===== config.mk =====
export PLATFORM = sky130hd
export DESIGN_NAME = bn_sign_pack
export DESIGN_NICKNAME = d
export VERILOG_FILES = /design/src/rtl/bnn_pkg.sv /design/src/rtl/bit_packer32.sv /design/src/rtl/bn_sign_pack.sv
export SDC_FILE = /design/constraint.sdc
export NUM_CORES = 1
export LEC_CHECK = 0
export CORE_ASPECT_RATIO = 0.8
export CORE_MARGIN = 4
export CORE_UTILIZATION = 46
export DETAILED_ROUTE_END_ITERATION = 10
export PLACE_DENSITY = 0.78
export SLEW_MARGIN = 20
export SYNTH_ARGS = -nofsm -noshare
export SYNTH_HDL_FRONTEND = slang
export SYNTH_SLANG_ARGS = --single-unit

===== constraint.sdc =====
create_clock -name clk -period 2.95 [get_ports clk]
set_input_delay 0.59 -clock clk [delete_from_list [all_inputs] [get_ports clk]]
set_output_delay 0.59 -clock clk [all_outputs]
set_load 0.01 [all_outputs]

===== src/rtl/bnn_pkg.sv =====
// Shared definitions for the binary-layer post-processing stages.
package bnn_pkg;

   localparam int unsigned WORD_BYTES = 4;
   localparam int unsigned PACK_W     = 32;
   localparam int unsigned POS_W      = 5;

   // Controller state encoding
   localparam logic [1:0] ST_IDLE  = 2'd0;
   localparam logic [1:0] ST_READ  = 2'd1;
   localparam logic [1:0] ST_DRAIN = 2'd2;
   localparam logic [1:0] ST_DONE  = 2'd3;

   // Per-job batch-norm settings captured at launch
   typedef struct packed {
      logic [31:0] thr;
      logic        inv;
   } bn_cfg_t;

   // Folded batch-norm sign: ties count as positive, then optional flip
   function automatic logic bn_sign_bit(input logic [31:0] data,
                                        input logic [31:0] thr,
                                        input logic        inv);
      return ($signed(data) >= $signed(thr)) ^ inv;
   endfunction

endpackage


===== src/rtl/bit_packer32.sv =====
// Collects one bit per valid cycle, LSB-first, and emits a 32-bit word
// when the word fills or the last bit of the job arrives.
module bit_packer32
   import bnn_pkg::*;
(
   input  logic              clk,
   input  logic              rst,
   input  logic              i_valid,
   input  logic              i_bit,
   input  logic              i_last,
   output logic              o_flush_c,
   output logic              o_word_valid,
   output logic              o_word_last,
   output logic [PACK_W-1:0] o_word
);

   logic [PACK_W-1:0] r_shift;
   logic [POS_W-1:0]  r_pos;
   logic [PACK_W-1:0] w_merged;

   // Current accumulator with the incoming bit placed at its position
   always_comb begin
      w_merged        = r_shift;
      w_merged[r_pos] = i_bit;
   end

   assign o_flush_c = i_valid & ((r_pos == POS_W'(PACK_W - 1)) | i_last);

   // Accumulate bits; on flush present the word for one cycle and restart
   always_ff @(posedge clk) begin
      if (rst) begin
         r_shift      <= '0;
         r_pos        <= '0;
         o_word_valid <= 1'b0;
         o_word_last  <= 1'b0;
         o_word       <= '0;
      end else begin
         o_word_valid <= o_flush_c;
         o_word_last  <= o_flush_c & i_last;
         o_word       <= o_flush_c ? w_merged : '0;
         if (o_flush_c) begin
            r_shift <= '0;
            r_pos   <= '0;
         end else if (i_valid) begin
            r_shift <= w_merged;
            r_pos   <= r_pos + POS_W'(1);
         end
      end
   end

endmodule


===== src/rtl/bn_sign_pack.sv =====
// Streams signed conv results from BRAM, thresholds them into sign bits
// and writes the packed bits to the activation BRAM.
module bn_sign_pack
   import bnn_pkg::*;
#(
   parameter int unsigned CNT_W = 16,
   parameter int unsigned N_MAX = 4096
) (
   input  logic             clk,
   input  logic             rst,
   input  logic             start,
   output logic             ready,
   output logic             done,
   input  logic [CNT_W-1:0] count,
   input  logic [31:0]      src_addr,
   input  logic [31:0]      dst_addr,
   input  logic [31:0]      threshold,
   input  logic             invert,
   output logic             clka,
   output logic             ena,
   output logic [31:0]      addra,
   input  logic [31:0]      douta,
   output logic             clkb,
   output logic             enb,
   output logic [31:0]      addrb,
   output logic [31:0]      dinb,
   output logic [3:0]       web
);

   logic [1:0]       r_state;
   logic             r_start_q;
   logic [CNT_W-1:0] r_left;
   logic [31:0]      r_addra;
   logic             r_ena;
   logic             r_rvalid;
   logic             r_rlast;
   logic [31:0]      r_wptr;
   logic [31:0]      r_addrb;
   logic             r_ready;
   logic             r_done;
   bn_cfg_t          r_cfg;

   logic [1:0]       w_state_nxt;
   logic [CNT_W-1:0] w_left_nxt;
   logic [31:0]      w_addra_nxt;
   logic             w_ena_nxt;
   logic [31:0]      w_wptr_nxt;
   logic [31:0]      w_addrb_nxt;
   logic             w_ready_nxt;
   logic             w_done_nxt;
   bn_cfg_t          w_cfg_nxt;

   logic             w_start_rise;
   logic [CNT_W-1:0] w_n;
   logic             w_bit;
   logic             w_flush_c;
   logic             w_word_valid;
   logic             w_word_last;
   logic [31:0]      w_word;

   assign w_start_rise = start & ~r_start_q;
   assign w_n          = (count > CNT_W'(N_MAX)) ? CNT_W'(N_MAX) : count;
   assign w_bit        = bn_sign_bit(douta, r_cfg.thr, r_cfg.inv);

   // Next-state and next-output values for the job controller
   always_comb begin
      w_state_nxt = r_state;
      w_left_nxt  = r_left;
      w_addra_nxt = '0;
      w_ena_nxt   = 1'b0;
      w_wptr_nxt  = r_wptr;
      w_addrb_nxt = '0;
      w_ready_nxt = 1'b0;
      w_done_nxt  = 1'b0;
      w_cfg_nxt   = r_cfg;

      case (r_state)
         ST_IDLE: begin
            w_ready_nxt = 1'b1;
            if (w_start_rise) begin
               w_cfg_nxt.thr = threshold;
               w_cfg_nxt.inv = invert;
               w_wptr_nxt    = dst_addr;
               w_ready_nxt   = 1'b0;
               if (w_n == '0) begin
                  w_state_nxt = ST_DONE;
                  w_done_nxt  = 1'b1;
               end else begin
                  w_state_nxt = ST_READ;
                  w_ena_nxt   = 1'b1;
                  w_addra_nxt = src_addr;
                  w_left_nxt  = w_n - CNT_W'(1);
               end
            end
         end
         ST_READ: begin
            if (r_left == '0) begin
               w_state_nxt = ST_DRAIN;
            end else begin
               w_ena_nxt   = 1'b1;
               w_addra_nxt = r_addra + 32'(WORD_BYTES);
               w_left_nxt  = r_left - CNT_W'(1);
            end
         end
         ST_DRAIN: begin
            if (w_word_last) begin
               w_state_nxt = ST_DONE;
               w_done_nxt  = 1'b1;
               w_ready_nxt = 1'b1;
            end
         end
         ST_DONE: begin
            w_state_nxt = ST_IDLE;
            w_ready_nxt = 1'b1;
         end
         default: begin
            w_state_nxt = ST_IDLE;
            w_ready_nxt = 1'b1;
         end
      endcase

      // Write address travels alongside the word the packer is about to emit
      if (w_flush_c) begin
         w_addrb_nxt = r_wptr;
         w_wptr_nxt  = r_wptr + 32'(WORD_BYTES);
      end
   end

   // State and registered outputs; read-valid tracks the 1-cycle BRAM latency
   always_ff @(posedge clk) begin
      if (rst) begin
         r_state   <= ST_IDLE;
         r_start_q <= 1'b0;
         r_left    <= '0;
         r_addra   <= '0;
         r_ena     <= 1'b0;
         r_rvalid  <= 1'b0;
         r_rlast   <= 1'b0;
         r_wptr    <= '0;
         r_addrb   <= '0;
         r_ready   <= 1'b1;
         r_done    <= 1'b0;
         r_cfg     <= '0;
      end else begin
         r_state   <= w_state_nxt;
         r_start_q <= start;
         r_left    <= w_left_nxt;
         r_addra   <= w_addra_nxt;
         r_ena     <= w_ena_nxt;
         r_rvalid  <= r_ena;
         r_rlast   <= r_ena & (r_left == '0);
         r_wptr    <= w_wptr_nxt;
         r_addrb   <= w_addrb_nxt;
         r_ready   <= w_ready_nxt;
         r_done    <= w_done_nxt;
         r_cfg     <= w_cfg_nxt;
      end
   end

   bit_packer32 u_packer (
      .clk          (clk),
      .rst          (rst),
      .i_valid      (r_rvalid),
      .i_bit        (w_bit),
      .i_last       (r_rlast),
      .o_flush_c    (w_flush_c),
      .o_word_valid (w_word_valid),
      .o_word_last  (w_word_last),
      .o_word       (w_word)
   );

   assign clka  = clk;
   assign clkb  = clk;
   assign ready = r_ready;
   assign done  = r_done;
   assign ena   = r_ena;
   assign addra = r_addra;
   assign enb   = w_word_valid;
   assign addrb = r_addrb;
   assign dinb  = w_word;
   assign web   = {4{w_word_valid}};

endmodule

==> run metrics, run 1 <==
Starting Density 0.473; first-iteration detailed-routing DRC count ~830; cell count after synthesis roughly 1300; cell seen most often among critical-path stages sky130_fd_sc_hd__clkbuf_16; Synth Register Bits ~220; most frequent cells in the layout sky130_fd_sc_hd__clkdlybuf4s50_1 (252), sky130_fd_sc_hd__dfxtp_1 (224), sky130_fd_sc_hd__nand2_1 (170); DRT antenna net count 0; Final #Nets around 1700; required time reported for the critical path endpoint 2360 ps; Synth Flop Type sky130_fd_sc_hd__dfxtp_1; Period Utilization, post-route 0.946; kind of end point of the critical path output pin; first-pass GRT wire length just over 50 mm; Critical Path Slowest Stage Cell sky130_fd_sc_hd__clkdlybuf4s50_1; Setup WS pre-CTS -475 ps; Reg-to-Reg Start r_cfg[15]; vias in the first global route around 10000; Final Non-Filler Cells ~1900; chip width between 150 and 200 um; Hold Crit Start rst; maximum resistive drop on vdd approximately 0.42 mV; Synth Cell Area roughly 11000 sq um; residual overflow from global routing 0; Final Wtd Congestion approximately 0.93; worst path cell trace clkbuf_16, clkbuf_16, clkdlybuf4s50_1; Cells after DPL 1831; gr usage total 0.240; Post-synth ARST share 0; Worst Max-Slew Pin Slew 930 ps; top cell family by delay on the critical path buffers and inverters; number of endpoints failing setup at the final stage 0; Via Count roughly 10000; initial antenna violation count 1; maximum number of pins on one net before global-route repair 75; Die Height 145 um; Post-Syn Nets about 1500; minimum setup slack in the final design between 150 and 200 ps; hold violation total from the final report 0; setup repair after global routing missed its margin no; number of remaining DRC errors 0; # rows slightly below 50; setup skew after layout slightly above 30 ps; layout cell share with drive strength beyond 1 0.0975; DRT Pass-1 Iters 5; most common library cell in the layout ignoring fill and taps sky130_fd_sc_hd__clkdlybuf4s50_1; count of distinct cell types in the synthesized netlist 64; total of max-cap violations 0; clock tree from TritonCTS yes; placeable core region about 23000 sq um; Fill cells 1901; number of synthesized flops with an enable pin 0; Avg Vias per Cell roughly 5.5; endpoint of the worst hold path r_wptr[12]; worst relative slew slack 0.375; Total Die Area 25900 sq um; largest fanout on the critical path 2; Data arrival, critical path roughly 2200 ps; average wire per cell in the routed design 17.2 um; type of the worst setup path clk2out; Synth top area share 0.417; run status finished clean; Diodes inserted 0; clock-pin slew on the worst setup and hold paths 60 ps; proportion of synthesized chip area in sequential cells 0.417; post-synthesis average cell area 8.32 sq um; Crit Reg-Reg Endpoint u_packer.o_word[26]; worst reg-to-reg setup slack between 150 and 200 ps; cell leakage power 5.39 nW; Area Overhead vs Synth 37.1%; Worst Path Buf+Inv 3; clock network latency to the later pin of the worst-skew pair between 600 and 700 ps; number of port buffers about 250; number of slew-limit violations in the final report 0; placed wire-length estimate after detailed placement ~23 mm; yosys warns 0; min cycle time layout between 2000 and 3000 ps; path class of the lowest-slack min-delay path in2reg; worst-case reg-to-reg path depth 10; Setup crit start kind clock port; count of boundary I/O pins 254; power density over the cells roughly 670 nW/um^2; instance count along the most critical hold path 2; DRT Wirelength ~32 mm; Setup Total Neg Slack 0 ps; number of buffers added for setup after CTS 0; timing-limited maximum frequency about 360 MHz; total power of the final layout a little under 10 mW; largest cells by area after synthesis sky130_fd_sc_hd__dfxtp_1 (42%), sky130_fd_sc_hd__nand2_1 (5.9%), sky130_fd_sc_hd__nand3_1 (5.2%); Synth area leader sky130_fd_sc_hd__dfxtp_1; largest stage delay on the critical path 470 ps
==> where the power goes <==
| group | internal, mW | switching [mW] | total (mW) |
|---|---|---|---|
| clock network | 2.07 | 1.26 | 3.33 |
| logic | 1.25 | 1.64 | 2.89 |
| registers | 3.35 | 0.342 | 3.69 |
| total | 6.67 | 3.24 | 9.91 |
==> state kept, by name (all words and copies together), names as in the netlist, 5 cells and up <==
name              flops
addrb                32
u_packer.r_pos        5
r_left               16
u_packer.o_word      32
addra                32
r_cfg                33
u_packer.r_shift     32
r_wptr               32
==> area by class of cell <==
| type | count | area [sq um] | share of cell area |
|---|---|---|---|
| Sequential cell | 224 | 4480 | 0.304 |
| Timing Repair Buffer | 317 | 3060 | 0.207 |
| Multi-Input combinational cell | 935 | 5750 | 0.390 |
| Tap cell | 306 | 383 | 0.0260 |
| Clock buffer | 42 | 816 | 0.0553 |
| Inverter | 47 | 176 | 0.0120 |
| Clock inverter | 5 | 86.3 | 0.00585 |
==> how the worst max path moves through the flow <==
stage,start,endpoint,cells past startpoint
6_report,clk,clka,3
5_1_grt,count[1],r_left[10],13
4_1_cts,count[1],r_left[12],13
3_5_place_dp,count[1],r_left[10],13
3_3_place_gp,douta[14],u_packer.o_word[30],10
2_1_floorplan,count[3],r_left[12],14
==> routing by layer <==
metal | vias up | part of all wire | track usage
met5 | - | 0.00037 | 0
met4 | 2 | 0.016 | 0.0614
met3 | 40 | 0.089 | 0.0701
met2 | 412 | 0.46 | 0.395
met1 | 4814 | 0.44 | 0.313
li1 | 5124 | - | -
==> through the flow <==
| stage | cell area, sq um | hold WS, ps | util |
|---|---|---|---|
| global placement | 13800 | 437 | 0.608 |
| global route | 14700 | 315 | 0.648 |
| finish | 14700 | 320 | 0.648 |
| CTS | 14700 | 290 | 0.647 |
| detailed placement | 13800 | 440 | 0.609 |
| floorplan | 10800 | 427 | - |
==> cell usage after synthesis, types with 18 or more instances <==
library cell	count
sky130_fd_sc_hd__a21oi_1	75
sky130_fd_sc_hd__a22oi_1	29
sky130_fd_sc_hd__and2_1	33
sky130_fd_sc_hd__clkbuf_1	63
sky130_fd_sc_hd__dfxtp_1	224
sky130_fd_sc_hd__ha_1	44
sky130_fd_sc_hd__inv_1	45
sky130_fd_sc_hd__nand2_1	170
sky130_fd_sc_hd__nand3_1	112
sky130_fd_sc_hd__nand4_1	19
sky130_fd_sc_hd__nor2_1	119
sky130_fd_sc_hd__nor3_1	41
sky130_fd_sc_hd__o21ai_0	21
sky130_fd_sc_hd__o31ai_1	36
sky130_fd_sc_hd__o31ai_2	30
sky130_fd_sc_hd__xor2_1	18
==> kinds of logic after synthesis <==
family / share of synthesized area
DFF: 0.417
adders and majority gates: 0.0512
buffers and inverters: 0.0543
muxes: 0.00558
and+or+nand+nor: 0.255
AOI/OAI and AO/OA: 0.186
xor gates and xnor gates: 0.0302
==> repair_timing <==
action | 4_1_cts | 5_1_grt
hold endpoints to repair | 0 | 0
setup endpoints to repair | 0 | 4
hold buffers | 0 | 0
resized for setup | 0 | 6
(Power assumes the default switching activity.)
==> inputs of run 2 (changes only) <==
--- a/config.mk
+++ b/config.mk
@@ -10,6 +10,7 @@
 export CORE_UTILIZATION = 46
 export DETAILED_ROUTE_END_ITERATION = 10
 export PLACE_DENSITY = 0.78
+export REMOVE_ABC_BUFFERS = 1
 export SLEW_MARGIN = 20
 export SYNTH_ARGS = -nofsm -noshare
 export SYNTH_HDL_FRONTEND = slang
==> run 2 against run 1 <==
  * Core utilization increased by 0.64 points
  * Worst setup slack worse by 38 ps
  * Sequential share of layout area decreased by 0.30 points
  * Critical path type is now in2reg
==> run metrics, run 2 (same netlist as run 1, synthesis figures left out) <==
Avg Vias per Cell 5.65 (was 5.54); utilization after layout 0.655 (was 0.648); hold violation total from the final report 0 (unchanged); Final Non-Filler Cells 1883 (was 1876); power density over the cells 691 nW/um^2 (was 672 nW/um^2); timing-limited maximum frequency 353 MHz (was 358 MHz); residual overflow from global routing 0 (unchanged); largest stage delay on the critical path 480 ps (was 470 ps); Crit Reg-Reg Endpoint u_packer.o_word[27] (was u_packer.o_word[26]); total of cells resized after clock tree synthesis 0 (unchanged); type of the worst setup path in2reg (was clk2out); Reg-to-Reg Start r_cfg[8] (was r_cfg[15]); required time reported for the critical path endpoint 3450 ps (was 2360 ps); most common library cell in the layout ignoring fill and taps sky130_fd_sc_hd__clkdlybuf4s50_1 (unchanged); count of boundary I/O pins 254 (unchanged); maximum number of pins on one net before global-route repair 53 (was 75); DRT antenna net count 0 (unchanged); crit path from count[7] (was clk); Setup crit start kind primary input (was clock port); Total Die Area 25900 sq um (unchanged); clock-pin slew on the worst setup and hold paths 60 ps (about the same); worst reg-to-reg setup slack 160 ps (about the same); Largest register FFs 33 (unchanged); vias in the first global route 10100 (was 10200); Hold Crit Start r_wptr[0] (was rst); Area Overhead vs Synth 38.4% (was 37.1%); clock network latency to the later pin of the worst-skew pair 640 ps (was 630 ps); first-iteration detailed-routing DRC count 1024 (was 832); largest register by flop count r_cfg (unchanged); DRT Pass-1 Iters 5 (unchanged); number of endpoints failing setup at the final stage 0 (unchanged); Final #Nets 1751 (was 1747); layout cell share with drive strength beyond 1 0.103 (was 0.0975); initial antenna violation count 1 (unchanged); minimum setup slack in the final design 120 ps (was 158 ps); placeable core region 22700 sq um (unchanged); run status finished clean (unchanged); worst relative slew slack 0.373 (was 0.375); instance count along the most critical hold path 2 (unchanged); most frequent cells in the layout sky130_fd_sc_hd__clkdlybuf4s50_1 (252), sky130_fd_sc_hd__dfxtp_1 (224), sky130_fd_sc_hd__nand2_1 (170) (unchanged); top cell family by delay on the critical path simple AND/OR/NAND/NOR gates (was buffers and inverters); gr usage total 0.234 (was 0.240); total of max-cap violations 0 (unchanged); Die Height 145 um (unchanged); Via Count 10600 (was 10400); setup repair after global routing missed its margin no (unchanged); min cycle time layout 2830 ps (was 2790 ps); Setup Total Neg Slack 0 ps (unchanged); Period Utilization, post-route 0.959 (was 0.946); # rows 49 (unchanged); number of port buffers 253 (unchanged); hold-fix buffer count after cts 0 (unchanged); largest fanout on the critical path 7 (was 2); chip width 179 um (unchanged); DRT Wirelength 31.8 mm (was 32.2 mm); maximum resistive drop on vdd 0.795 mV (was 0.421 mV); Data arrival, critical path 3330 ps (was 2200 ps); setup skew after layout 14.9 ps (was 30.9 ps); Critical Path Slowest Stage Cell sky130_fd_sc_hd__clkdlybuf4s50_1 (unchanged); first-pass GRT wire length 50.5 mm (was 51.2 mm); kind of end point of the critical path flop (was output pin); number of remaining DRC errors 0 (unchanged); average wire per cell in the routed design 16.9 um (was 17.2 um); worst path cell trace clkdlybuf4s50_1, nor4_1, buf_4, nand2b_1, o21ai_1, and2_0, a22oi_1, ha_1, o21ai_1, nor4_1, and3_1, nand4_1, a21oi_1, nor3_1 (was clkbuf_16, clkbuf_16, clkdlybuf4s50_1); number of buffers added for setup after CTS 0 (unchanged); path class of the lowest-slack min-delay path reg2reg (was in2reg); worst-case reg-to-reg path depth 11 (was 10); Worst Path Buf+Inv 2 (was 3); placed wire-length estimate after detailed placement 22.6 mm (was 22.8 mm); Starting Density 0.473 (unchanged); Final Wtd Congestion 0.944 (was 0.935); clock tree from TritonCTS yes (unchanged); Setup WS pre-CTS -490 ps (was -475 ps); cell leakage power 5.47 nW (was 5.39 nW); Cells after DPL 1834 (was 1831); number of slew-limit violations in the final report 0 (unchanged); endpoint of the worst hold path r_wptr[0] (was r_wptr[12]); Worst Max-Slew Pin Slew 933 ps (was 930 ps)
[run 2: layout make-up]
cell class / instances / area (sq um)
clock inverter: 16 / 229
antenna: 1 / 2.50
clock buffer: 34 / 777
timing repair buffer: 320 / 3110
sequential: 224 / 4480
fill: 1852 / 7850
tap: 306 / 383
multi-input combinational: 935 / 5730
inverter: 47 / 176
[run 2: worst max-delay path by stage]
stage,slack [ps],depth (start not counted),end
floorplan,-1040,8,u_packer.o_word[10]
global placement,-410,11,u_packer.r_shift[12]
detailed placement,-490,11,u_packer.o_word[18]
CTS,140,11,u_packer.o_word[18]
global route,3,14,r_left[14]
finish,120,14,r_left[14]
[run 2: metrics by stage]
step	hold WS (ps)	power, mW	cell area, sq um
2_1_floorplan	425	5.31	10400
3_3_place_gp	441	6.61	13900
3_5_place_dp	446	6.68	13900
4_1_cts	454	10.3	14900
5_1_grt	474	10.8	14900
6_report	455	10.3	14900
[run 2: layer usage]
metal | vias to the layer above | share of wire | global-route usage
li1 | 5144 | - | -
met1 | 5006 | 0.45 | 0.323
met3 | 57 | 0.085 | 0.0569
met4 | 0 | 0.021 | 0.0549
met5 | - | 0 | 0
met2 | 435 | 0.45 | 0.373
[run 2: power by group]
part / switching, mW / total (mW) / internal, mW / leakage, nW
logic: 1.63 / 2.94 / 1.31 / 3.16
clock network: 1.34 / 3.67 / 2.32 / 0.493
registers: 0.326 / 3.67 / 3.34 / 1.82
total: 3.30 / 10.3 / 6.98 / 5.47
[run 2: worst reg2reg max path: stages (launching register included)]
cell	delay [ps]
sky130_fd_sc_hd__dfxtp_1	330
sky130_fd_sc_hd__inv_1	50
sky130_fd_sc_hd__ha_1	310
sky130_fd_sc_hd__a21oi_1	160
sky130_fd_sc_hd__o21ai_1	80
sky130_fd_sc_hd__a211o_1	290
sky130_fd_sc_hd__or4_4	440
sky130_fd_sc_hd__a211oi_4	340
sky130_fd_sc_hd__xor2_4	120
sky130_fd_sc_hd__buf_12	160
sky130_fd_sc_hd__buf_12	160
sky130_fd_sc_hd__o31ai_1	250
==> inputs of run 3 (changes only) <==
--- a/config.mk
+++ b/config.mk
@@ -7,9 +7,9 @@
 export LEC_CHECK = 0
 export CORE_ASPECT_RATIO = 0.8
 export CORE_MARGIN = 4
-export CORE_UTILIZATION = 46
+export CORE_UTILIZATION = 54
 export DETAILED_ROUTE_END_ITERATION = 10
-export PLACE_DENSITY = 0.78
+export PLACE_DENSITY = 0.86
 export REMOVE_ABC_BUFFERS = 1
 export SLEW_MARGIN = 20
 export SYNTH_ARGS = -nofsm -noshare
==> constraint.sdc (replaced) <==
create_clock -name clk -period 3.35 [get_ports clk]
set_input_delay 0.67 -clock clk [delete_from_list [all_inputs] [get_ports clk]]
set_output_delay 0.67 -clock clk [all_outputs]
set_load 0.01 [all_outputs]
==> run 3 against run 2 <==
  * Power is 17% lower
  * Flip-flop and latch count is the same
  * Critical path depth shrank 11
  * Combinational power is 18% lower
  * Sequential power fell by 11%
  * Wire length down 1.2%
  * Final cell count down 3.9%
  * Clock power is 22% lower
  * Clock skew is 13 ps higher
  * Worst hold slack got worse by 15 ps
  * Critical path type is now clk2out
  * Largest cell class unchanged
==> run metrics, run 3 (same netlist as run 1, synthesis figures left out) <==
instance count along the most critical hold path 1 (was 2); power density over the cells 590 nW/um^2 (was 691 nW/um^2); type of the worst setup path clk2out (was in2reg); number of slew-limit violations in the final report 0 (unchanged); count of boundary I/O pins 254 (unchanged); number of buffers added for setup after CTS 0 (unchanged); most common library cell in the layout ignoring fill and taps sky130_fd_sc_hd__clkdlybuf4s50_1 (unchanged); worst path cell trace clkbuf_16, clkbuf_16, clkdlybuf4s50_1 (was clkdlybuf4s50_1, nor4_1, buf_4, nand2b_1, o21ai_1, and2_0, a22oi_1, ha_1, o21ai_1, nor4_1, and3_1, nand4_1, a21oi_1, nor3_1); cell seen most often among critical-path stages sky130_fd_sc_hd__clkbuf_16; initial antenna violation count 1 (unchanged); setup repair after global routing missed its margin no (unchanged); clock tree from TritonCTS yes (unchanged); path class of the lowest-slack min-delay path reg2reg (unchanged); DRT Pass-1 Iters 6 (was 5); DRT Wirelength 31.5 mm (was 31.8 mm); largest register by flop count r_cfg (unchanged); clock network latency to the later pin of the worst-skew pair 640 ps (about the same); Final Wtd Congestion 0.903 (was 0.944); cell leakage power 5.28 nW (was 5.47 nW); Worst Max-Slew Pin Slew 1050 ps (was 933 ps); Total Die Area 22300 sq um (was 25900 sq um); first-iteration detailed-routing DRC count 960 (was 1024); Via Count 10500 (was 10600); endpoint of the worst hold path addrb[1] (was r_wptr[0]); Setup Total Neg Slack 0 ps (unchanged); Largest register FFs 33 (unchanged); maximum number of pins on one net before global-route repair 79 (was 53); number of endpoints failing setup at the final stage 0 (unchanged); Area Overhead vs Synth 34.4% (was 38.4%); placeable core region 19300 sq um (was 22700 sq um); Data arrival, critical path 2400 ps (was 3330 ps); clock-pin slew on the worst setup and hold paths 60 ps (about the same); gr usage total 0.267 (was 0.234); run status finished clean (unchanged); total of cells resized after clock tree synthesis 0 (unchanged); # rows 45 (was 49); largest stage delay on the critical path 470 ps (was 480 ps); Post-Route Hold Slack 440 ps (was 455 ps); vias in the first global route 10000 (was 10100); Starting Density 0.559 (was 0.473); Die Height 134 um (was 145 um); Critical Path Slowest Stage Cell sky130_fd_sc_hd__clkdlybuf4s50_1 (unchanged); Setup crit start kind clock port (was primary input); hold violation total from the final report 0 (unchanged); hold-fix buffer count after cts 0 (unchanged); maximum resistive drop on vdd 0.640 mV (was 0.795 mV); Final #Nets 1726 (was 1751); number of port buffers 253 (unchanged); most frequent cells in the layout sky130_fd_sc_hd__clkdlybuf4s50_1 (252), sky130_fd_sc_hd__dfxtp_1 (224), sky130_fd_sc_hd__nand2_1 (170) (unchanged); dpl cell area 13600 sq um (was 13900 sq um); setup skew after layout 28.2 ps (was 14.9 ps); worst-case reg-to-reg path depth 12 (was 11); layout cell share with drive strength beyond 1 0.0839 (was 0.103); Avg Vias per Cell 5.82 (was 5.65); Crit Reg-Reg Endpoint r_left[10] (was u_packer.o_word[27]); kind of end point of the critical path output pin (was flop); placed wire-length estimate after detailed placement 22.1 mm (was 22.6 mm); chip width 166 um (was 179 um); average wire per cell in the routed design 17.4 um (was 16.9 um); number of remaining DRC errors 0 (unchanged); total of max-cap violations 0 (unchanged); worst reg-to-reg setup slack 410 ps (was 160 ps); largest fanout on the critical path 2 (was 7); worst relative slew slack 0.298 (was 0.373); final design instance area without fill 14500 sq um (was 14900 sq um); first-pass GRT wire length 50.2 mm (was 50.5 mm); Hold Crit Start r_wptr[1] (was r_wptr[0]); DRT antenna net count 0 (unchanged); Reg-to-Reg Start r_state[1] (was r_cfg[8]); residual overflow from global routing 0 (unchanged); required time reported for the critical path endpoint 2680 ps (was 3450 ps)
==> run 3: worst max-delay path, delay by kind of cell <==
family / cells / cell delay [ps]
buffers and inverters: 3 / 720
==> run 3: worst max-delay path by stage <==
stage,from,endpoint,slack (ps),depth (start not counted)
2_1_floorplan,u_packer.r_pos[0],u_packer.o_word[10],-640,8
3_3_place_gp,douta[7],u_packer.r_shift[12],-110,10
3_5_place_dp,douta[14],u_packer.o_word[15],-170,10
4_1_cts,clk,clka,270,3
5_1_grt,count[8],r_left[14],180,13
6_report,clk,clka,280,3
==> run 3: power by group <==
part | total, mW | internal (mW) | switching [mW]
registers | 3.25 | 2.95 | 0.301
logic | 2.40 | 0.996 | 1.41
clock network | 2.88 | 1.77 | 1.11
total | 8.52 | 5.71 | 2.82
==> run 3: layer usage <==
metal  vias up  global-route usage  wire (um)
li1       5091                   -          -
met1      4913               0.356      13500
met2       464               0.439      14600
met3        58              0.0619       2630
met4         0              0.0683        666
met5         -                   0          0
==> run 3: per-stage QoR <==
| stage | power [mW] | util | instances | setup slack [ps] |
|---|---|---|---|---|
| floorplan | 4.68 | - | 1206 | -639 |
| global placement | 5.62 | 0.705 | 1763 | -111 |
| detailed placement | 5.70 | 0.705 | 1763 | -168 |
| CTS | 8.52 | 0.751 | 1808 | 267 |
| global route | 8.94 | 0.751 | 1809 | 175 |
| finish | 8.52 | 0.751 | 1809 | 278 |
==> run 3: final cells by class <==
cell class	instances	area (sq um)
clock inverters	6	70.1
flip-flops and latches	224	4480
repair buffers	297	2880
clock buffers	41	821
fillers	1461	4800
well taps	258	323
multi-input cells	935	5700
diodes	1	2.50
inverters	47	176
